$ cat src/rtl/lm80c_pio_pkg.sv
// Shared types and constants for the LM80C parallel I/O block.
package lm80c_pio_pkg;

    localparam int unsigned DATA_W = 8;

    // Low nibble of a control word selecting the mode or interrupt-enable form.
    localparam logic [3:0] CTRL_MODE = 4'hF;
    localparam logic [3:0] CTRL_IE   = 4'h7;

    typedef enum logic [1:0] {
        MODE_OUT = 2'b00,
        MODE_IN  = 2'b01,
        MODE_BIT = 2'b11
    } pio_mode_e;

    // Reserved encoding 2'b10 falls back to output mode.
    function automatic pio_mode_e decode_mode(input logic [1:0] code);
        case (code)
            2'b01:   return MODE_IN;
            2'b11:   return MODE_BIT;
            default: return MODE_OUT;
        endcase
    endfunction

endpackage

$ cat src/rtl/lm80c_pio_port.sv
// One PIO port: mode/control registers, strobe synchroniser, handshake and
// interrupt pending flag. Bus events arrive already edge-qualified.
module lm80c_pio_port
    import lm80c_pio_pkg::*;
#(
    parameter logic [DATA_W-1:0] RESET_VAL = 8'h00
) (
    input  logic              clk,
    input  logic              rst,
    input  logic              ena,
    input  logic              wr_data,
    input  logic              wr_ctrl,
    input  logic              rd_done,
    input  logic              ack_clr,
    input  logic [DATA_W-1:0] din,
    input  logic [DATA_W-1:0] pin,
    input  logic              strb_n,
    output logic [DATA_W-1:0] port_out,
    output logic [DATA_W-1:0] port_oe,
    output logic [DATA_W-1:0] rd_val,
    output logic [DATA_W-1:0] vector,
    output logic [DATA_W-1:0] status,
    output logic              rdy,
    output logic              irq
);

    pio_mode_e         mode_q, mode_d;
    logic [DATA_W-1:0] mask_q, mask_d;
    logic [DATA_W-1:0] vec_q, vec_d;
    logic [DATA_W-1:0] out_q, out_d;
    logic [DATA_W-1:0] oe_q, oe_d;
    logic [DATA_W-1:0] latch_q, latch_d;
    logic              ie_q, ie_d;
    logic              pend_q, pend_d;
    logic              full_q, full_d;
    logic              exp_q, exp_d;
    logic              rdy_q, rdy_d;
    logic [2:0]        sync_q, sync_d;
    logic              fall_c;

    // sync_q[1] is the synchronised strobe, sync_q[2] its previous value.
    assign fall_c = sync_q[2] & ~sync_q[1];

    always_comb begin
        mode_d  = mode_q;
        mask_d  = mask_q;
        vec_d   = vec_q;
        out_d   = out_q;
        oe_d    = oe_q;
        latch_d = latch_q;
        ie_d    = ie_q;
        pend_d  = pend_q;
        full_d  = full_q;
        exp_d   = exp_q;
        rdy_d   = rdy_q;
        sync_d  = {sync_q[1:0], strb_n};

        if (wr_ctrl) begin
            if (exp_q) begin
                mask_d = din;
                exp_d  = 1'b0;
            end else if (din[3:0] == CTRL_MODE) begin
                mode_d = decode_mode(din[7:6]);
                exp_d  = (din[7:6] == 2'b11);
            end else if (din[3:0] == CTRL_IE) begin
                ie_d   = din[7];
                pend_d = 1'b0;
            end else if (!din[0]) begin
                vec_d = {din[7:1], 1'b0};
            end
        end

        if (ack_clr) begin
            pend_d = 1'b0;
        end

        if (wr_data) begin
            out_d = din;
            if (mode_q == MODE_OUT) begin
                rdy_d = 1'b1;
            end
        end

        if (rd_done) begin
            full_d = 1'b0;
        end

        // Strobe events come last so they win over acks and CPU writes.
        case (mode_q)
            MODE_OUT: begin
                if (fall_c) begin
                    rdy_d = 1'b0;
                    if (ie_q) pend_d = 1'b1;
                end
            end
            MODE_IN: begin
                if (fall_c && !full_q) begin
                    latch_d = pin;
                    full_d  = 1'b1;
                    if (ie_q) pend_d = 1'b1;
                end
            end
            default: ;
        endcase

        case (mode_d)
            MODE_IN: begin
                oe_d  = '0;
                rdy_d = ~full_d;
            end
            MODE_BIT: begin
                oe_d  = ~mask_d;
                rdy_d = 1'b0;
            end
            default: oe_d = '1;
        endcase
    end

    always_ff @(posedge clk) begin
        if (rst) begin
            mode_q  <= MODE_OUT;
            mask_q  <= '0;
            vec_q   <= '0;
            out_q   <= RESET_VAL;
            oe_q    <= '1;
            latch_q <= '0;
            ie_q    <= 1'b0;
            pend_q  <= 1'b0;
            full_q  <= 1'b0;
            exp_q   <= 1'b0;
            rdy_q   <= 1'b0;
            sync_q  <= 3'b111;
        end else if (ena) begin
            mode_q  <= mode_d;
            mask_q  <= mask_d;
            vec_q   <= vec_d;
            out_q   <= out_d;
            oe_q    <= oe_d;
            latch_q <= latch_d;
            ie_q    <= ie_d;
            pend_q  <= pend_d;
            full_q  <= full_d;
            exp_q   <= exp_d;
            rdy_q   <= rdy_d;
            sync_q  <= sync_d;
        end
    end

    always_comb begin
        case (mode_q)
            MODE_IN:  rd_val = latch_q;
            MODE_BIT: rd_val = (pin & mask_q) | (out_q & ~mask_q);
            default:  rd_val = out_q;
        endcase
    end

    assign port_out = out_q;
    assign port_oe  = oe_q;
    assign vector   = vec_q;
    assign rdy      = rdy_q;
    assign irq      = pend_q & ie_q;
    assign status   = {mode_q, ie_q, pend_q, full_q, exp_q, rdy_q, 1'b0};

endmodule

$ cat src/rtl/lm80c_pio.sv
// LM80C parallel I/O block: bus decode, strobe edge qualification,
// interrupt priority and read/vector mux around NPORTS port slices.
module lm80c_pio
    import lm80c_pio_pkg::*;
#(
    parameter int unsigned         NPORTS    = 2,
    parameter logic [3:0]          BASE      = 4'h0,
    parameter logic [8*NPORTS-1:0] RESET_OUT = (8*NPORTS)'(16'h0100)
) (
    input  logic                sys_clock,
    input  logic                RESET,
    input  logic                clock_ena,
    input  logic [7:0]          A,
    input  logic [7:0]          din,
    output logic [7:0]          dout,
    input  logic                iorq_n,
    input  logic                m1_n,
    input  logic                rd_n,
    input  logic                wr_n,
    output logic                int_n,
    input  logic [8*NPORTS-1:0] port_in,
    output logic [8*NPORTS-1:0] port_out,
    output logic [8*NPORTS-1:0] port_oe,
    input  logic [NPORTS-1:0]   strb_n,
    output logic [NPORTS-1:0]   rdy
);

    localparam int unsigned OFF_W = 5;

    logic [3:0]        off;
    logic              sel_c, wr_now_c, rd_now_c, ack_now_c;
    logic              wr_act_c, rd_act_c, ack_act_c;
    logic              wr_q, wr_d, rd_q, rd_d, ack_q, ack_d;
    logic [NPORTS-1:0] rd_seen_q, rd_seen_d;
    logic [NPORTS-1:0] rd_done, irq, win_oh, ack_clr;
    logic              irq_any;
    logic [7:0]        ack_vec, rd_mux;
    logic [7:0]        data_a [NPORTS];
    logic [7:0]        stat_a [NPORTS];
    logic [7:0]        vec_a  [NPORTS];

    assign off       = A[3:0];
    assign sel_c     = ~iorq_n & m1_n & (A[7:4] == BASE);
    assign wr_now_c  = sel_c & ~wr_n;
    assign rd_now_c  = sel_c & ~rd_n;
    assign ack_now_c = ~m1_n & ~iorq_n;

    // Act only on the first enabled cycle of each bus strobe.
    assign wr_act_c  = clock_ena & wr_now_c  & ~wr_q;
    assign rd_act_c  = clock_ena & rd_now_c  & ~rd_q;
    assign ack_act_c = clock_ena & ack_now_c & ~ack_q;

    always_comb begin
        wr_d      = wr_now_c;
        rd_d      = rd_now_c;
        ack_d     = ack_now_c;
        rd_seen_d = rd_seen_q;
        if (!rd_now_c) begin
            rd_seen_d = '0;
        end
        for (int p = 0; p < int'(NPORTS); p++) begin
            if (rd_act_c && ({1'b0, off} == OFF_W'(p))) begin
                rd_seen_d[p] = 1'b1;
            end
        end
    end

    always_ff @(posedge sys_clock) begin
        if (RESET) begin
            wr_q      <= 1'b0;
            rd_q      <= 1'b0;
            ack_q     <= 1'b0;
            rd_seen_q <= '0;
        end else if (clock_ena) begin
            wr_q      <= wr_d;
            rd_q      <= rd_d;
            ack_q     <= ack_d;
            rd_seen_q <= rd_seen_d;
        end
    end

    // A data read releases the input latch when its strobe goes away.
    assign rd_done = {NPORTS{clock_ena & ~rd_now_c}} & rd_seen_q;

    for (genvar g = 0; g < int'(NPORTS); g++) begin : g_port
        lm80c_pio_port #(
            .RESET_VAL (RESET_OUT[8*g +: 8])
        ) u_port (
            .clk      (sys_clock),
            .rst      (RESET),
            .ena      (clock_ena),
            .wr_data  (wr_act_c && ({1'b0, off} == OFF_W'(g))),
            .wr_ctrl  (wr_act_c && ({1'b0, off} == OFF_W'(NPORTS + g))),
            .rd_done  (rd_done[g]),
            .ack_clr  (ack_clr[g]),
            .din      (din),
            .pin      (port_in[8*g +: 8]),
            .strb_n   (strb_n[g]),
            .port_out (port_out[8*g +: 8]),
            .port_oe  (port_oe[8*g +: 8]),
            .rd_val   (data_a[g]),
            .vector   (vec_a[g]),
            .status   (stat_a[g]),
            .rdy      (rdy[g]),
            .irq      (irq[g])
        );
    end

    // Lowest-numbered requesting port wins the acknowledge.
    always_comb begin
        irq_any = 1'b0;
        win_oh  = '0;
        ack_vec = 8'h00;
        for (int p = 0; p < int'(NPORTS); p++) begin
            if (irq[p] && !irq_any) begin
                irq_any   = 1'b1;
                win_oh[p] = 1'b1;
                ack_vec   = vec_a[p];
            end
        end
    end

    assign ack_clr = win_oh & {NPORTS{ack_act_c}};
    assign int_n   = ~|irq;

    always_comb begin
        rd_mux = 8'hFF;
        for (int p = 0; p < int'(NPORTS); p++) begin
            if ({1'b0, off} == OFF_W'(p)) begin
                rd_mux = data_a[p];
            end
            if ({1'b0, off} == OFF_W'(NPORTS + p)) begin
                rd_mux = stat_a[p];
            end
        end
    end

    always_comb begin
        dout = 8'h00;
        if (ack_now_c) begin
            dout = irq_any ? ack_vec : 8'h00;
        end else if (rd_now_c) begin
            dout = rd_mux;
        end
    end

endmodule
$ cat config.mk
export PLATFORM = sky130hd
export DESIGN_NAME = lm80c_pio
export DESIGN_NICKNAME = d
export VERILOG_FILES = /design/src/rtl/lm80c_pio_pkg.sv /design/src/rtl/lm80c_pio_port.sv /design/src/rtl/lm80c_pio.sv
export SDC_FILE = /design/constraint.sdc
export NUM_CORES = 1
export LEC_CHECK = 0
export BUFFER_PORTS_ARGS = -buffer_cell sky130_fd_sc_hd__buf_4
export CORE_ASPECT_RATIO = 0.7
export CORE_MARGIN = 4
export CORE_UTILIZATION = 55
export DETAILED_ROUTE_END_ITERATION = 12
export PLACE_DENSITY_LB_ADDON = 0.1
export SYNTH_ARGS = -nofsm -noshare
export SYNTH_HDL_FRONTEND = slang
export SYNTH_HIERARCHICAL = 1
export SYNTH_SLANG_ARGS = --single-unit
$ cat constraint.sdc
create_clock -name sys_clock -period 2.74 [get_ports sys_clock]
set_input_delay 0.548 -clock sys_clock [delete_from_list [all_inputs] [get_ports sys_clock]]
set_output_delay 0.548 -clock sys_clock [all_outputs]
set_load 0.05 [all_outputs]
After elaboration in Yosys (flattened, before gate mapping)
Cells that the tools add are included.

Equal/unequal tests: 17. Mux-type cells: 67. Bitwise operators: 45. Reduce and logical (&&, ||, !) cells: 30.

Operator list (count): $mux W8 (13); $pmux W8 S2 (4); $mux W1 (38); $and A8 B8 Y8 (4); $not A8 Y8 (4); $not A1 Y1 (17); $and A1 B1 Y1 (16); $or A8 B8 Y8 (2); $mux W2 (7); $reduce_and A2 Y1 (6); $reduce_and A6 Y1 (2); $eq A2 B1 Y1 const B (5); $eq A2 B2 Y1 const B (5); $reduce_and A5 Y1 (2); $logic_and A1 B1 Y1 (9); $eq A4 B2 Y1 const B (2); $logic_not A4 Y1 (2); $pmux W1 S2 (4); $reduce_and A3 Y1 (2); $and A2 B2 Y2 (2); $eq A4 B1 Y1 const B (1); $eq A4 B3 Y1 const B (1); $eq A4 B4 Y1 const B (1); $logic_not A1 Y1 (4); other kinds (4) (6).

Flip-flop bits (word level): 103. Word-level logic and storage cells: 188.

Longest topological paths before layout
Word-level depth: 12. Mapped depth: 9. Depth with buffers taken out: 7.

By module
The synthesis kept the hierarchy.

Modules (own cells, without submodules): lm80c_pio_port at g_port[0].u_port (times used 1, cells each 264, area an instance 2341.0 sq um, sequential area each 980.9 sq um); lm80c_pio_port at g_port[1].u_port (times used 1, cells each 263, area an instance 2334.7 sq um, sequential area each 980.9 sq um); lm80c_pio (times used 1, cells each 97, area an instance 850.8 sq um, sequential area each 100.1 sq um).

Least setup slack after synthesis
OpenSTA, ideal clock, no wires.

Kind: register to output. Start: register g_port[0].u_port.mode_q[0]. End: output dout[7]. Data arrival time: 2626 ps. Path slack: -434 ps. Stages on the path, launching flop included: 8. Path buffers: 2. Cells stage by stage: dfxtp_1 clkbuf_1 clkbuf_1 a21oi_1 a21oi_1 mux2_2 o22ai_1 o32ai_1.

RTL lines: start: declaration (line lm80c_pio_port.sv:27) `pio_mode_e mode_q, mode_d;`; start signal: assignment (line lm80c_pio_port.sv:134) `mode_q <= mode_d;`; end: declaration (line lm80c_pio.sv:15) `output logic [7:0] dout,`.

==> impl_results.md <==
* Most Used Layer, Global Route: met2
* Ys async rst share at 0
* Leakage at 2.54 nW
* Horiz. Die Dim at 128 um
* CP endpoint kind: primary output
* Final WL at 15600 um
* Die area at 0.0117 mm2
* Most used DFF post-synth: dfxtp_1
* Tmin final at 2700 ps
* CTS tree: built
* Internal power at 0.00227 W
* Fmax at 0.371 GHz
* Setup Slack @ Placement at 67.9 ps
* DRC at 0
* Number of post-CTS setup repair buffers at 0
* Cts bufs inserted at 9
* Syn Std Cell Area at 0.00553 mm2
* Critical path data required time at 2190 ps
* Clk slew on worst S/H paths at 70 ps
* Post-synth EDFFs at 0
* Vias after detailed routing at 5053
* Die Height at 91.9 um
* RSZ-0062 raised after global routing: yes
* Worst Hold Class: input pin to register
* Max FO, Critical Path at 10
* Worst Tran Pin Value at 1100 ps
* Clock Latency Late Sink at 350 ps
* Top Ports at 84
* Max Cap Viol at 0
* CTS root buf: clkbuf_16
* Max rail drop VDD at 0.318 mV
* Clock network power share at 0.407
* DR WL/cell at 19.1 um
* Nets at 727
* Setup TNS Final at 0 ps
* Yosys warnings at 6
* Layout overhead on the synthesized area at 17.5%
* GRT met2 Usage at 0.378
* IO buf count at 83
* Via/cell ratio at 6.17
* PD cells at 469 mW/mm2
* Commonest non-fill, non-tap cells in the layout: dfxtp_1, buf_4, nor2_1
* Fraction of layout instances using a drive strength above 1 at 0.260
* Hold Vio Cnt, Final at 0
* Routed Antenna Nets at 0
* Largest net degree at the start of global routing at 104
* Grt total ovfl at 0
* Synth Area per Inst at 8.86 um2
* Flop pwr share at 0.506
* Logic gate share of total power at 0.087
* Status: complete, no violations
* Fin crit share at 0.985
* Antenna Diode Count at 0
* Final setup violation count at 0
* Startpoint types: register
* Hold_buf cts at 0
* Crit Path Category: register to primary output
* Synth unique cells at 58
* Sink Count at 103
* NetSw at 0.000771 W
* Switch share at 0.253
* CP Data Arrival Time at 2150 ps
* Number of global-route vias before repair at 4788
* Clock Skew at 8.70 ps
* Synthesized flop and latch total at 103
* Grt met1 use at 0.375
* Initial antenna violation count at 0
* Effective utilization at floorplan at 0.566
* Sequential area share after synthesis at 0.373
* Commonest non-fill, non-tap cell in the layout: dfxtp_1
* First-pass GRT wire length at 24900 um
* Row count at 30
* Tot GR Track Use at 0.265
* Core footprint at 0.00976 mm2
* Clock Tree Buf Depth at 2
* GPL Wtd Cong at 0.910
* DR pass1 iterations at 5
* Worst setup margin at 41.8 ps
* Htree depth at 3
* DR iter-0 viols at 450
* Max-slew violation count at 0
* Post-Synthesis Cells at 624
* M3 GR Usage at 0.0774
* Worst slew margin at 0.269
* Dpl hpwl at 10800 um
## worst max-delay path, stage by stage, from the launching register on
cell	delay (ps)
dfxtp_1	340
nand2b_2	300
o22ai_1	140
a21oi_2	170
mux2_4	200
o22ai_1	100
o32ai_2	340
buf_6	210
## metal layers
layer  share of wire  vias to the layer above  wire [um]
met5          0.0035                        -         55
met4           0.019                        2        302
met3           0.089                       30       1390
met2            0.42                      233       6610
met1            0.47                     2402       7290
li1                -                     2386          -
## power by group through the flow
| stage | clock, W | sequential, W | combinational (W) |
|---|---|---|---|
| floorplan | 0 | 0.00158 | 0.000155 |
| global placement | 0 | 0.00157 | 0.000255 |
| detailed placement | 0 | 0.00158 | 0.000259 |
| CTS | 0.00126 | 0.00154 | 0.000260 |
| global route | 0.00132 | 0.00154 | 0.000285 |
| finish | 0.00124 | 0.00154 | 0.000264 |
## path summary, 6_finish.rpt
path / from / end / slack, ps / depth (start not counted)
max: g_port[0].u_port/mode_q[1] / dout[3] / 40 / 7
min: strb_n[1] / g_port[1].u_port/sync_q[0] / 400 / 2
max reg2reg: wr_q / g_port[0].u_port/port_oe[7] / 620 / 8
min reg2reg: rd_seen_q[0] / rd_seen_q[0] / 470 / 2
## flip-flops by register name, summed over array words and instances (netlist names)
signal,count
g_port.u_port/mode_q,4
g_port.u_port/ie_q,2
g_port.u_port/full_q,2
ack_q,1
g_port.u_port/rdy,2
rd_seen_q,2
g_port.u_port/pend_q,2
g_port.u_port/mask_q,16
g_port.u_port/port_oe,16
g_port.u_port/vector,14
g_port.u_port/sync_q,6
rd_q,1
wr_q,1
g_port.u_port/port_out,16
g_port.u_port/latch_q,16
g_port.u_port/exp_q,2
## layout make-up
cell class	count	area [um2]
fill	808	3260
multi-input combinational	460	3140
sequential	103	2060
timing repair buffer	107	830
clock buffer	11	243
tap	128	160
clock inverter	5	40.0
inverter	5	18.8
## cell families (layout without fill, tap and decap cells)
group / Yosys count / in the layout / synth area share
and+or+nand+nor: 238 / 238 / 0.246
AOI/OAI and AO/OA: 161 / 161 / 0.210
DFF: 103 / 103 / 0.373
buffers and inverters: 63 / 128 / 0.0647
muxes: 57 / 57 / 0.105
other: 2 / 4 / 0.00136
## synth_stat cells, drive strengths merged (4+ instances only)
cell type / number / area, um2
nor2b: 7 / 43.8
o211ai: 6 / 45.0
nand2b: 8 / 50.1
nand4b: 5 / 73.8
and2: 22 / 138
a22oi: 8 / 60.1
o32ai: 8 / 123
o21ai: 18 / 90.1
nor3: 8 / 50.1
mux2: 7 / 78.8
inv: 5 / 18.8
a221o: 16 / 160
or3b: 4 / 35.0
dfxtp: 103 / 2060
nand2: 46 / 175
or2: 20 / 130
buf: 38 / 264
o22ai: 23 / 144
a211o: 7 / 61.3
a21oi: 43 / 215
mux2i: 50 / 500
nand3b: 17 / 128
a211oi: 18 / 145
clkbuf: 20 / 75.1
nor2: 67 / 299
and3: 4 / 25.0
nand3: 17 / 85.1
## timing repair
item	4_1_cts	5_1_grt
pin swaps	0	6
resized for setup	3	10
setup endpoints to repair	6	7
## per-stage QoR
step	cells	power, W	area, um2	hold WS [ps]	util
floorplan	626	0.00173	5540	434	-
CTS	819	0.00306	6460	394	0.662
detailed placement	803	0.00183	6170	461	0.632
finish	819	0.00305	6500	402	0.666
global route	819	0.00315	6500	411	0.666
global placement	803	0.00183	6170	457	0.632
No activity file was read; power rests on OpenSTA's default activity.
